===== config.mk =====
export PLATFORM = sky130hd
export DESIGN_NAME = ltc2311_emulator
export DESIGN_NICKNAME = d
export VERILOG_FILES = /design/src/rtl/ltc2311_emulator.sv
export SDC_FILE = /design/constraint.sdc
export NUM_CORES = 1
export LEC_CHECK = 0
export ABC_AREA = 1
export CAP_MARGIN = 20
export CORE_ASPECT_RATIO = 0.5
export CORE_UTILIZATION = 38
export DETAILED_ROUTE_END_ITERATION = 7
export GPL_TIMING_DRIVEN = 0
export MAX_ROUTING_LAYER = met4
export SLEW_MARGIN = 20
export SYNTH_ARGS = -nofsm -noshare
export SYNTH_HDL_FRONTEND = slang
export SYNTH_SLANG_ARGS = --single-unit

===== constraint.sdc =====
create_clock -name clk -period 2.8 [get_ports clk]
set_clock_uncertainty 0.15 [all_clocks]
set_input_delay 0.56 -clock clk [delete_from_list [all_inputs] [get_ports clk]]
set_output_delay 0.56 -clock clk [all_outputs]
set_load 0.02 [all_outputs]

===== src/rtl/ltc2311_emulator.sv =====
// Emulates the digital side of an LTC2311 ADC: the reader requests a conversion with cnv_n,
// waits out busy, then clocks the captured 16-bit sample out on sdo MSB first using sck.
module ltc2311_emulator #(
  parameter int CONV_CYCLES = 45,
  parameter int SYNC_STAGES = 2
) (
  input  logic        clk,
  input  logic        reset_n,
  input  logic        cnv_n,
  input  logic        sck,
  output logic        sdo,
  input  logic [15:0] sample_in,
  input  logic        pattern_en,
  input  logic        err_clr,
  output logic        busy,
  output logic        frame_done,
  output logic [15:0] conv_count,
  output logic        protocol_err
);

  localparam int CNT_W = (CONV_CYCLES > 1) ? $clog2(CONV_CYCLES) : 1;
  localparam logic [CNT_W-1:0] CONV_LOAD = CNT_W'(CONV_CYCLES - 1);

  typedef enum logic [2:0] {
    IDLE,
    CONVERT,
    READY,
    SHIFT,
    DONE
  } state_t;

  state_t                 state_q, state_d;
  logic [SYNC_STAGES-1:0] cnv_sync_q, cnv_sync_d;
  logic [SYNC_STAGES-1:0] sck_sync_q, sck_sync_d;
  logic                   cnv_prev_q, cnv_prev_d;
  logic                   sck_prev_q, sck_prev_d;
  logic                   cnv_fall_q, cnv_fall_d;
  logic                   sck_fall_q, sck_fall_d;
  logic [SYNC_STAGES:0]   live_q, live_d;
  logic [15:0]            shift_q, shift_d;
  logic [15:0]            ramp_q, ramp_d;
  logic [15:0]            conv_count_q, conv_count_d;
  logic [CNT_W-1:0]       conv_cnt_q, conv_cnt_d;
  logic [3:0]             bit_cnt_q, bit_cnt_d;
  logic                   frame_done_q, frame_done_d;
  logic                   err_q, err_d;
  logic                   start;
  logic                   err_set;

  // live_q fills with ones after reset so an edge is only reported once the edge
  // register holds a genuinely sampled pin value, never the reset preset.
  always_comb begin
    cnv_sync_d = {cnv_sync_q[SYNC_STAGES-2:0], cnv_n};
    sck_sync_d = {sck_sync_q[SYNC_STAGES-2:0], sck};
    cnv_prev_d = cnv_sync_q[SYNC_STAGES-1];
    sck_prev_d = sck_sync_q[SYNC_STAGES-1];
    live_d     = {live_q[SYNC_STAGES-1:0], 1'b1};
    cnv_fall_d = live_q[SYNC_STAGES] & cnv_prev_q & ~cnv_sync_q[SYNC_STAGES-1];
    sck_fall_d = live_q[SYNC_STAGES] & sck_prev_q & ~sck_sync_q[SYNC_STAGES-1];
  end

  always_comb begin
    state_d      = state_q;
    shift_d      = shift_q;
    ramp_d       = ramp_q;
    conv_count_d = conv_count_q;
    conv_cnt_d   = conv_cnt_q;
    bit_cnt_d    = bit_cnt_q;
    frame_done_d = 1'b0;
    start        = 1'b0;
    err_set      = 1'b0;

    case (state_q)
      IDLE, DONE: begin
        if (cnv_fall_q) start = 1'b1;
      end
      CONVERT: begin
        if (cnv_fall_q || sck_fall_q) err_set = 1'b1;
        if (conv_cnt_q == '0) state_d = READY;
        else                  conv_cnt_d = conv_cnt_q - CNT_W'(1);
      end
      READY, SHIFT: begin
        // A new conversion request outranks a coincident sck edge, which is dropped.
        if (cnv_fall_q) begin
          start   = 1'b1;
          err_set = 1'b1;
        end else if (sck_fall_q) begin
          shift_d = {shift_q[14:0], 1'b0};
          if (bit_cnt_q == 4'd15) begin
            state_d      = DONE;
            frame_done_d = 1'b1;
          end else begin
            state_d   = SHIFT;
            bit_cnt_d = bit_cnt_q + 4'd1;
          end
        end
      end
      default: state_d = IDLE;
    endcase

    if (start) begin
      state_d      = CONVERT;
      shift_d      = pattern_en ? ramp_q : sample_in;
      ramp_d       = pattern_en ? ramp_q + 16'd1 : ramp_q;
      conv_count_d = conv_count_q + 16'd1;
      conv_cnt_d   = CONV_LOAD;
      bit_cnt_d    = 4'd0;
    end

    err_d = err_set | (err_q & ~err_clr);
  end

  always_ff @(posedge clk) begin
    if (!reset_n) begin
      state_q      <= IDLE;
      cnv_sync_q   <= '1;
      sck_sync_q   <= '1;
      cnv_prev_q   <= 1'b1;
      sck_prev_q   <= 1'b1;
      cnv_fall_q   <= 1'b0;
      sck_fall_q   <= 1'b0;
      live_q       <= '0;
      shift_q      <= '0;
      ramp_q       <= '0;
      conv_count_q <= '0;
      conv_cnt_q   <= '0;
      bit_cnt_q    <= '0;
      frame_done_q <= 1'b0;
      err_q        <= 1'b0;
    end else begin
      state_q      <= state_d;
      cnv_sync_q   <= cnv_sync_d;
      sck_sync_q   <= sck_sync_d;
      cnv_prev_q   <= cnv_prev_d;
      sck_prev_q   <= sck_prev_d;
      cnv_fall_q   <= cnv_fall_d;
      sck_fall_q   <= sck_fall_d;
      live_q       <= live_d;
      shift_q      <= shift_d;
      ramp_q       <= ramp_d;
      conv_count_q <= conv_count_d;
      conv_cnt_q   <= conv_cnt_d;
      bit_cnt_q    <= bit_cnt_d;
      frame_done_q <= frame_done_d;
      err_q        <= err_d;
    end
  end

  assign busy         = (state_q == CONVERT);
  assign sdo          = ((state_q == READY) || (state_q == SHIFT)) & shift_q[15];
  assign frame_done   = frame_done_q;
  assign conv_count   = conv_count_q;
  assign protocol_err = err_q;

endmodule


Word level (Yosys, flattened, before mapping). Cells that the tools add are included.

Logic and storage cells: 92. Input bits: 22. Output and inout bits: 20. Register bits after elaboration: 74.

Bitwise operators: 17. Multiplexer cells: 20. Reduce and logical (&&, ||, !) cells: 19. Eq/ne operators: 14. Add/sub/neg operators: 4.

Operators with widths (count): $mux 16 (5); $add 16x1->16 const B (2); $mux 6 (3); $mux 3 (4); $reduce_and 4->1 (3); $not 1->1 (10); $pmux 3 s3 (1); $ne 2x2->1 const B (4); $reduce_or 4->1 (2); $and 1x1->1 (6); $eq 3x2->1 const B (2); $logic_not 6->1 (1); $mux 1 (6); $ne 3x3->1 const B (2); $reduce_and 2->1 (3); $reduce_bool 2->1 (3); $reduce_or 2->1 (3); $sub 6x1->6 const B (1); $add 4x1->4 const B (1); $eq 4x4->1 const B (1); $ne 2x1->1 const B (2); $eq 3x1->1 const B (1); $eq 3x3->1 const B (1); $logic_not 3->1 (1); 5 further kinds (6).

Depth between registers and ports, before layout.
Depth in word-level cells: 6. Gate-level depth with buffers: 9. Depth with buffers taken out: 9.

Worst setup path before layout. Ideal clock, no wire load.

Kind: reg2reg. Start point: register conv_count_q[1] (netlist: conv_count[1]). End point: register conv_count_q[8] (netlist: conv_count[8]). Arrival: 1.385 ns. Period minus slack after synthesis: 1.651 ns. Stages on the path, launching flop included: 9. Data required time: 2.534 ns. Setup time: 0.116 ns. Path slack: 1.149 ns. Buffers on the path: 0. Cell sequence: dfxtp_1 -> ha_1 -> nand2_1 -> nor2_1 -> nand2_1 -> nor2_8 -> nand2_1 -> o21ai_0 -> nor2_1.

Longest elaborated chain between the ends: 1.

Ends and longest elaborated chain: start, declared (RTL line 42) `logic [15:0] conv_count_q, conv_count_d;`; start signal, assigned (RTL line 141) `conv_count_q <= conv_count_d;`; $add 16x1->16 (RTL line 105) `conv_count_d = conv_count_q + 16'd1;`.

No other way between the ends. A chain may end at the register's enable or synchronous reset.

Final worst setup path.
Start point: register state_q[1]. End point: output port busy.

Longest elaborated chain between the ends: 1.

Ends and longest elaborated chain: start, declared (RTL line 32) `state_t state_q, state_d;`; start signal, assigned (RTL line 131) `state_q <= state_d;`; $eq 3x1->1 (RTL line 149) `assign busy = (state_q == CONVERT);`; end, declared (RTL line 15) `output logic busy,`.

No other way between the ends.

==> impl_metrics.json <==
{
  "grt_first_pass_wirelength_um": 14510,
  "cts_inserted_buffers": 9,
  "status": "complete, no violations",
  "routed_wirelength_um": 8460,
  "grt_use_total_pct": 19.31,
  "tritoncts": "done",
  "clk_path_buf_depth": 2,
  "wl_per_cell_um": 12.00,
  "p_clk_share_pct": 46.6,
  "cp_cell_sequence": "inv_2, nand3_1, inv_1, clkdlybuf4s50_1",
  "ys.flop_type": "dfxtp_1",
  "rsz0062_at_grt": "no",
  "viasPerCell": 4.736,
  "power.internal_w": 0.002094,
  "hold_depth": 1,
  "hold_ws_ns": 0.2592,
  "fmaxAchievable_mhz": 400.5,
  "critPathArrivalTime_ns": 1.79,
  "critPathBufInv": 3,
  "clkTransAtPathRegs_ns": 0.06,
  "pwr-share-comb_pct": 13.3,
  "min_from": "sck_sync_q[0]",
  "swShare_pct": 24.63,
  "p_sw_w": 0.0006841,
  "cts_hold_buf": 0,
  "synth-seq-cells": 74,
  "yosysMostFrequentCell": "nand2_1",
  "cap_violations": 0,
  "setup_slack_ns": 0.3033,
  "antenna_found_initial": 0,
  "core-area_um2": 8979,
  "initial_utilization_pct": 40.30,
  "grt_max_degree": 13,
  "insertion_delay_ns": 0.33,
  "crit-reg2reg-launch": "conv_count[1]",
  "maxSlewHeadroom_pct": 58.87,
  "synth-edff-count": 0,
  "period_needed_ns": 2.497,
  "ff2ff_setup_slack_ns": 1.13,
  "drt_first_pass_iters": 4,
  "cp_slowest_stage_delay_ns": 0.65,
  "top_level_ports": 42,
  "hold_path.class": "reg2reg",
  "synth_top_cell_by_area": "dfxtp_1",
  "crit_family": "buffers and inverters",
  "drive_gt1_share_pct": 8.333,
  "cts_resized": 0,
  "syn-mean-instance-area_um2": 6.789,
  "n_antenna_cell": 0,
  "seq_area_frac_synth_pct": 40.94,
  "fin_tns_setup_ns": 0,
  "numPortBuffers": 40,
  "cp.required_ns": 2.09,
  "gp_routability_congestion": 0.8863,
  "hold_violations": 0,
  "post-cts-setup-buffers": 0,
  "crit_path_end_kind": "output port",
  "crit_fanout": 7,
  "period_share_pct": 89.17,
  "remaining_drc_errors": 0,
  "drtAntennaViolNets": 0,
  "synth_cell_types": 34,
  "slowest_stage": "clkdlybuf4s50_1",
  "drv_slew": 0,
  "syn_nets": 559,
  "yosys.area.top_type_share_pct": 40.94,
  "htreeDepth": 3,
  "synthTopCellsByCount": "nand2_1 (168), dfxtp_1 (74), nor2_1 (67)",
  "setup_viol": 0,
  "clockRootBuffer": "clkbuf_16",
  "synth_area_leaders": "dfxtp_1 (41%), nand2_1 (17%), nor2_1 (7.0%)",
  "worst-setup-path-type": "reg2out",
  "powerDensity_nw_per_um2": 617.6,
  "die_w_um": 140,
  "chipHeight_um": 71,
  "synthCells": 533,
  "area_delta_synth_final_pct": 24.31,
  "dp_slack_ns": 0.3671,
  "worst-slew-pin-transition_ns": 0.6169,
  "die-area_um2": 9940,
  "rr_endpoint": "conv_count[8]",
  "holdPathEnd": "sck_sync_q[1]",
  "vdd_drop_max_mv": 0.3120,
  "num_vias": 3339,
  "cellLeakagePower_nw": 1.851,
  "seq_power_share_pct": 40.1,
  "synthArstFlopShare_pct": 0,
  "yosysWarnings": 0,
  "synth.cell_area_um2": 3618,
  "dp_hpwl_um": 6378,
  "reg2regPathDepth": 8,
  "placementRows": 24,
  "drt_iter0_markers": 126,
  "fin_nets": 610,
  "cts.sinks": 74,
  "cp-start-kind": "flip-flop",
  "grt_pass1_vias": 3075,
  "overflow": 0
}
-- flip-flops by register name (all words and copies together), names as in the netlist, 2 cells and up --
| register | cells |
|---|---|
| state_q | 3 |
| bit_cnt_q | 4 |
| ramp_q | 16 |
| sck_sync_q | 2 |
| cnv_sync_q | 2 |
| shift_q | 16 |
| live_q | 3 |
| conv_cnt_q | 6 |
| conv_count | 16 |
-- routing by layer --
metal  global-route usage, %  vias up  share of wire [%]
li1                        -     1803                  -
met1                   25.78     1478                 53
met4                   5.128        0               0.52
met3                   5.078        2                4.3
met2                   28.83       56                 42
met5                       -        -                  0
-- layout make-up --
cell class	count	area [um2]
fillers	949	4481
clock buffers	10	229.0
flip-flops and latches	74	1481
well taps	117	146.4
multi-input cells	385	1812
repair buffers	40	400.4
plain buffers	17	108.9
inverters	57	216.5
clock inverters	5	103.9
-- cell families after synthesis --
family                   count (synthesis)  synth area share [%]
AO/OA/AOI/OAI                           63                 9.475
XOR/XNOR                                 4                0.9684
adder cells (fa/ha/maj)                  4                 1.383
buffers and inverters                   74                 8.990
flip-flops                              74                 40.94
AND/OR/NAND/NOR                        314                 38.24
-- cells in the final DEF (no fill, tap or decap), drive strengths merged, types with 4 or more instances in the layout --
master,synthesis,layout
a21oi,24,24
or2,7,7
buf,13,13
a31oi,16,16
nor3,9,9
nor2,74,74
clkdlybuf4s50,0,40
nand3,46,46
inv,56,56
nand4,5,5
clkbuf,4,14
o21ai,20,20
nand2,171,171
ha,4,4
dfxtp,74,74
-- through the flow --
step | utilization [%] | instances | cell area, um2 | total power (W)
floorplan | - | 533 | 3618 | 0.001401
global placement | 46.39 | 690 | 4165 | 0.001506
detailed placement | 46.39 | 690 | 4165 | 0.001507
CTS | 50.10 | 705 | 4498 | 0.002807
global route | 50.10 | 705 | 4498 | 0.002924
finish | 50.10 | 705 | 4498 | 0.002778
-- power by group through the flow --
stage,Sequential (W),Combinational [W],Clock [W]
floorplan,0.00113,0.000269,0
detailed placement,0.00114,0.000370,0
global route,0.00112,0.000427,0.00138
finish,0.00112,0.000370,0.00129
CTS,0.00112,0.000370,0.00132
global placement,0.00114,0.000368,0
-- worst max path at each step --
stage	start	endpoint	slack [ns]	depth (start not counted)
3_5_place_dp	reset_n	ramp_q[3]	0.37	5
4_1_cts	state_q[1]	busy	0.28	4
6_report	state_q[1]	busy	0.30	4
2_1_floorplan	conv_count[1]	conv_count[8]	1.15	8
5_1_grt	state_q[1]	busy	0.18	4
3_3_place_gp	reset_n	ramp_q[3]	0.36	5
No activity file was read; power rests on OpenSTA's default activity.
==> patch, RTL diff (same settings) <==
The parameter `CONV_CYCLES` goes from 45 to 90.
--- a/src/rtl/ltc2311_emulator.sv
+++ b/src/rtl/ltc2311_emulator.sv
@@ -2,5 +2,5 @@
 // waits out busy, then clocks the captured 16-bit sample out on sdo MSB first using sck.
 module ltc2311_emulator #(
-  parameter int CONV_CYCLES = 45,
+  parameter int CONV_CYCLES = 90,
   parameter int SYNC_STAGES = 2
 ) (
Formal check against the unedited RTL: same outputs for any inputs over 10 cycles, from zero or initial values and one cycle with reset_n low; that may be too few to reach the edited logic, so the function may still have changed.
==> patch against the original RTL <==
Routed wire length up 5.7%. Hold slack gained 1.1 ps. Clock power is 4% higher. Register-to-register slack worse by 110 ps. Die area increased by 2.9%. Sequential share of layout area fell by 0.55 points. Power is 0.68% lower. Design area up 3.1%. Sequential cell count grew 1. Setup slack gained 33 ps. Synthesized area rose by 2.9%. Critical path type unchanged. Largest cell class unchanged.
==> patch: results (changes against the original RTL) <==
----------------------------------------------------
[Global routing]
  Largest net degree at the start of global routing ... 13 (unchanged)
  Number of global-route vias before repair ... 2,994 (was 3,075)
  First-pass GRT wire length ... 14.92 mm (was 14.51 mm)
  GRT Util Overall ... 0.1982 (was 0.1931)
  Number of antenna violations at the first check in global routing ... 0 (unchanged)

[Setup path]
  Data arrival, critical path ... 1750 ps (was 1790 ps)
  Start of the worst register-to-register path ... conv_cnt_q[0]$_SDFFE_PN0P_ (was conv_count[1]$_SDFFE_PN0P_)
  Maximum net fanout on the critical path ... 10 (was 7)
  Startpoint class of the critical path ... flop (unchanged)

[Power and ir drop]
  Leak Pwr ... 1.819 nW (was 1.851 nW)
  Clock net power ... 1.34 mW (was 1.29 mW)
  Proportion of total power due to net switching ... 0.2378 (was 0.2463)
  Power attributed to sequential cells ... 1.12 mW (about the same)
  Largest vdd supply drop ... 0.2770 mV (was 0.3120 mV)

[STA]
  Transition at the pin with the smallest max-transition slack ... 709.8 ps (was 616.9 ps)

[Detailed routing]
  Total number of vias ... 3,379 (was 3,339)
  Routed WL ... 8.942 mm (was 8.460 mm)
  Number of DRC violations after detailed-routing iteration 0 ... 147 (was 126)
  First-pass DRT Iterations ... 4 (unchanged)

[Placed design]
  Port buffer count ... 40 (unchanged)
  Detailed-placement wirelength estimate ... 6.483 mm (was 6.378 mm)
  Cell area after placement ... 0.004294 mm² (was 0.004165 mm²)
  GPL Wtd Cong ... 0.8045 (was 0.8863)

[Synth]
  Cell types occupying the most area after synthesis ... sky130_fd_sc_hd__dfxtp_1, sky130_fd_sc_hd__nand2_1, sky130_fd_sc_hd__nor2_1 (unchanged)
  Sequential-to-total area share from yosys stat ... 0.4031 (was 0.4094)
  Post-synthesis mux area share ... 0 (unchanged)
  Synth warn ... 0 (unchanged)
  Async set-reset flop share out of synthesis ... 0 (unchanged)
  Commonest register cell after synthesis ... sky130_fd_sc_hd__dfxtp_1 (unchanged)
  Complex-gate fraction of the synthesized area ... 0.09943 (was 0.09474)
  Nets in the synthesized netlist ... 569 (was 559)
  Synthesized-area fraction occupied by xor and xnor cells ... 0.007054 (was 0.009682)
  Distinct cell type count after synthesis ... 37 (was 34)
  Top cell types by occurrence after synthesis ... sky130_fd_sc_hd__nand2_1, sky130_fd_sc_hd__dfxtp_1, sky130_fd_sc_hd__nor2_1 (unchanged)
  Adder-cell area share of the yosys netlist ... 0.01680 (was 0.01383)

[Hold path]
  Worst Min Path Start ... live_q[0]$_DFF_P_ (was sck_sync_q[0]$_SDFF_PN1_)

[CTS]
  Clock latency on the worst-skew pair ... 330 ps (about the same)
  Deepest clock path buffer count ... 2 (unchanged)
  Clock buffers created by TritonCTS ... 9 (unchanged)
  Clock-pin slew on the worst setup and hold paths ... 60 ps (about the same)
  Setup Buffers After CTS ... 0 (unchanged)

[Layout]
  Antenna cell count ... 0 (unchanged)
  Number of nets in the finished design ... 620 (was 610)
  Number of fillers in the final layout ... 941 (was 949)
  Fraction of final layout cells sized beyond drive strength 1 ... 0.09045 (was 0.08333)

[Status]
  Run status ... finished, final reports clean (unchanged)

----------------------------------------------------
patch: per-stage QoR:
step,setup WS (ps),total power [mW],cells,hold slack [ps],util
2_1_floorplan,1216,1.351,542,240.5,-
3_3_place_gp,466.5,1.439,717,243.4,0.4531
3_5_place_dp,477.5,1.441,717,249.4,0.4531
4_1_cts,319.5,2.785,732,260.8,0.4891
5_1_grt,233.3,2.889,732,276.0,0.4891
6_report,336.2,2.759,732,260.3,0.4891
patch: logic make-up (layout without fill, tap and decap cells):
logic type                 after synthesis  after routing
and+or+nand+nor                        313            313
buffers and inverters                   79            134
DFF                                     75             75
AOI/OAI and AO/OA                       67             67
adders and majority gates                5              5
xor gates and xnor gates                 3              3
patch: final timing paths:
path	slack (ps)	to	depth (start not counted)
setup / recovery	340	busy	5
hold / removal	260	live_q[1]$_SDFF_PN0_	2
setup reg to reg	1020	state_q[1]$_SDFFE_PP0P_	9
hold reg to reg	260	live_q[1]$_SDFF_PN0_	2
patch: metal layers:
metal  vias up  routed length [µm]  global-route usage
met1      1488                4693              0.2706
met4         0                  63             0.06093
met3         6                 320             0.05149
met5         -                   0                   -
met2        49                3865              0.2854
li1       1836                   -                   -
patch: final cells by class:
cell class / instances / share of cell area
repair buffers: 40 / 0.08637
well taps: 135 / 0.03644
multi-input cells: 388 / 0.4019
flip-flops and latches: 75 / 0.3239
inverters: 61 / 0.04939
clock inverters: 4 / 0.02132
plain buffers: 18 / 0.02834
clock buffers: 11 / 0.05236
patch: worst max-delay path, stage by stage, from the launching register on:
cell and delay [ps]:
sky130_fd_sc_hd__dfxtp_1 360, sky130_fd_sc_hd__inv_2 80, sky130_fd_sc_hd__nand2_2 70, sky130_fd_sc_hd__nor2_1 120, sky130_fd_sc_hd__buf_4 180, sky130_fd_sc_hd__clkdlybuf4s50_1 610
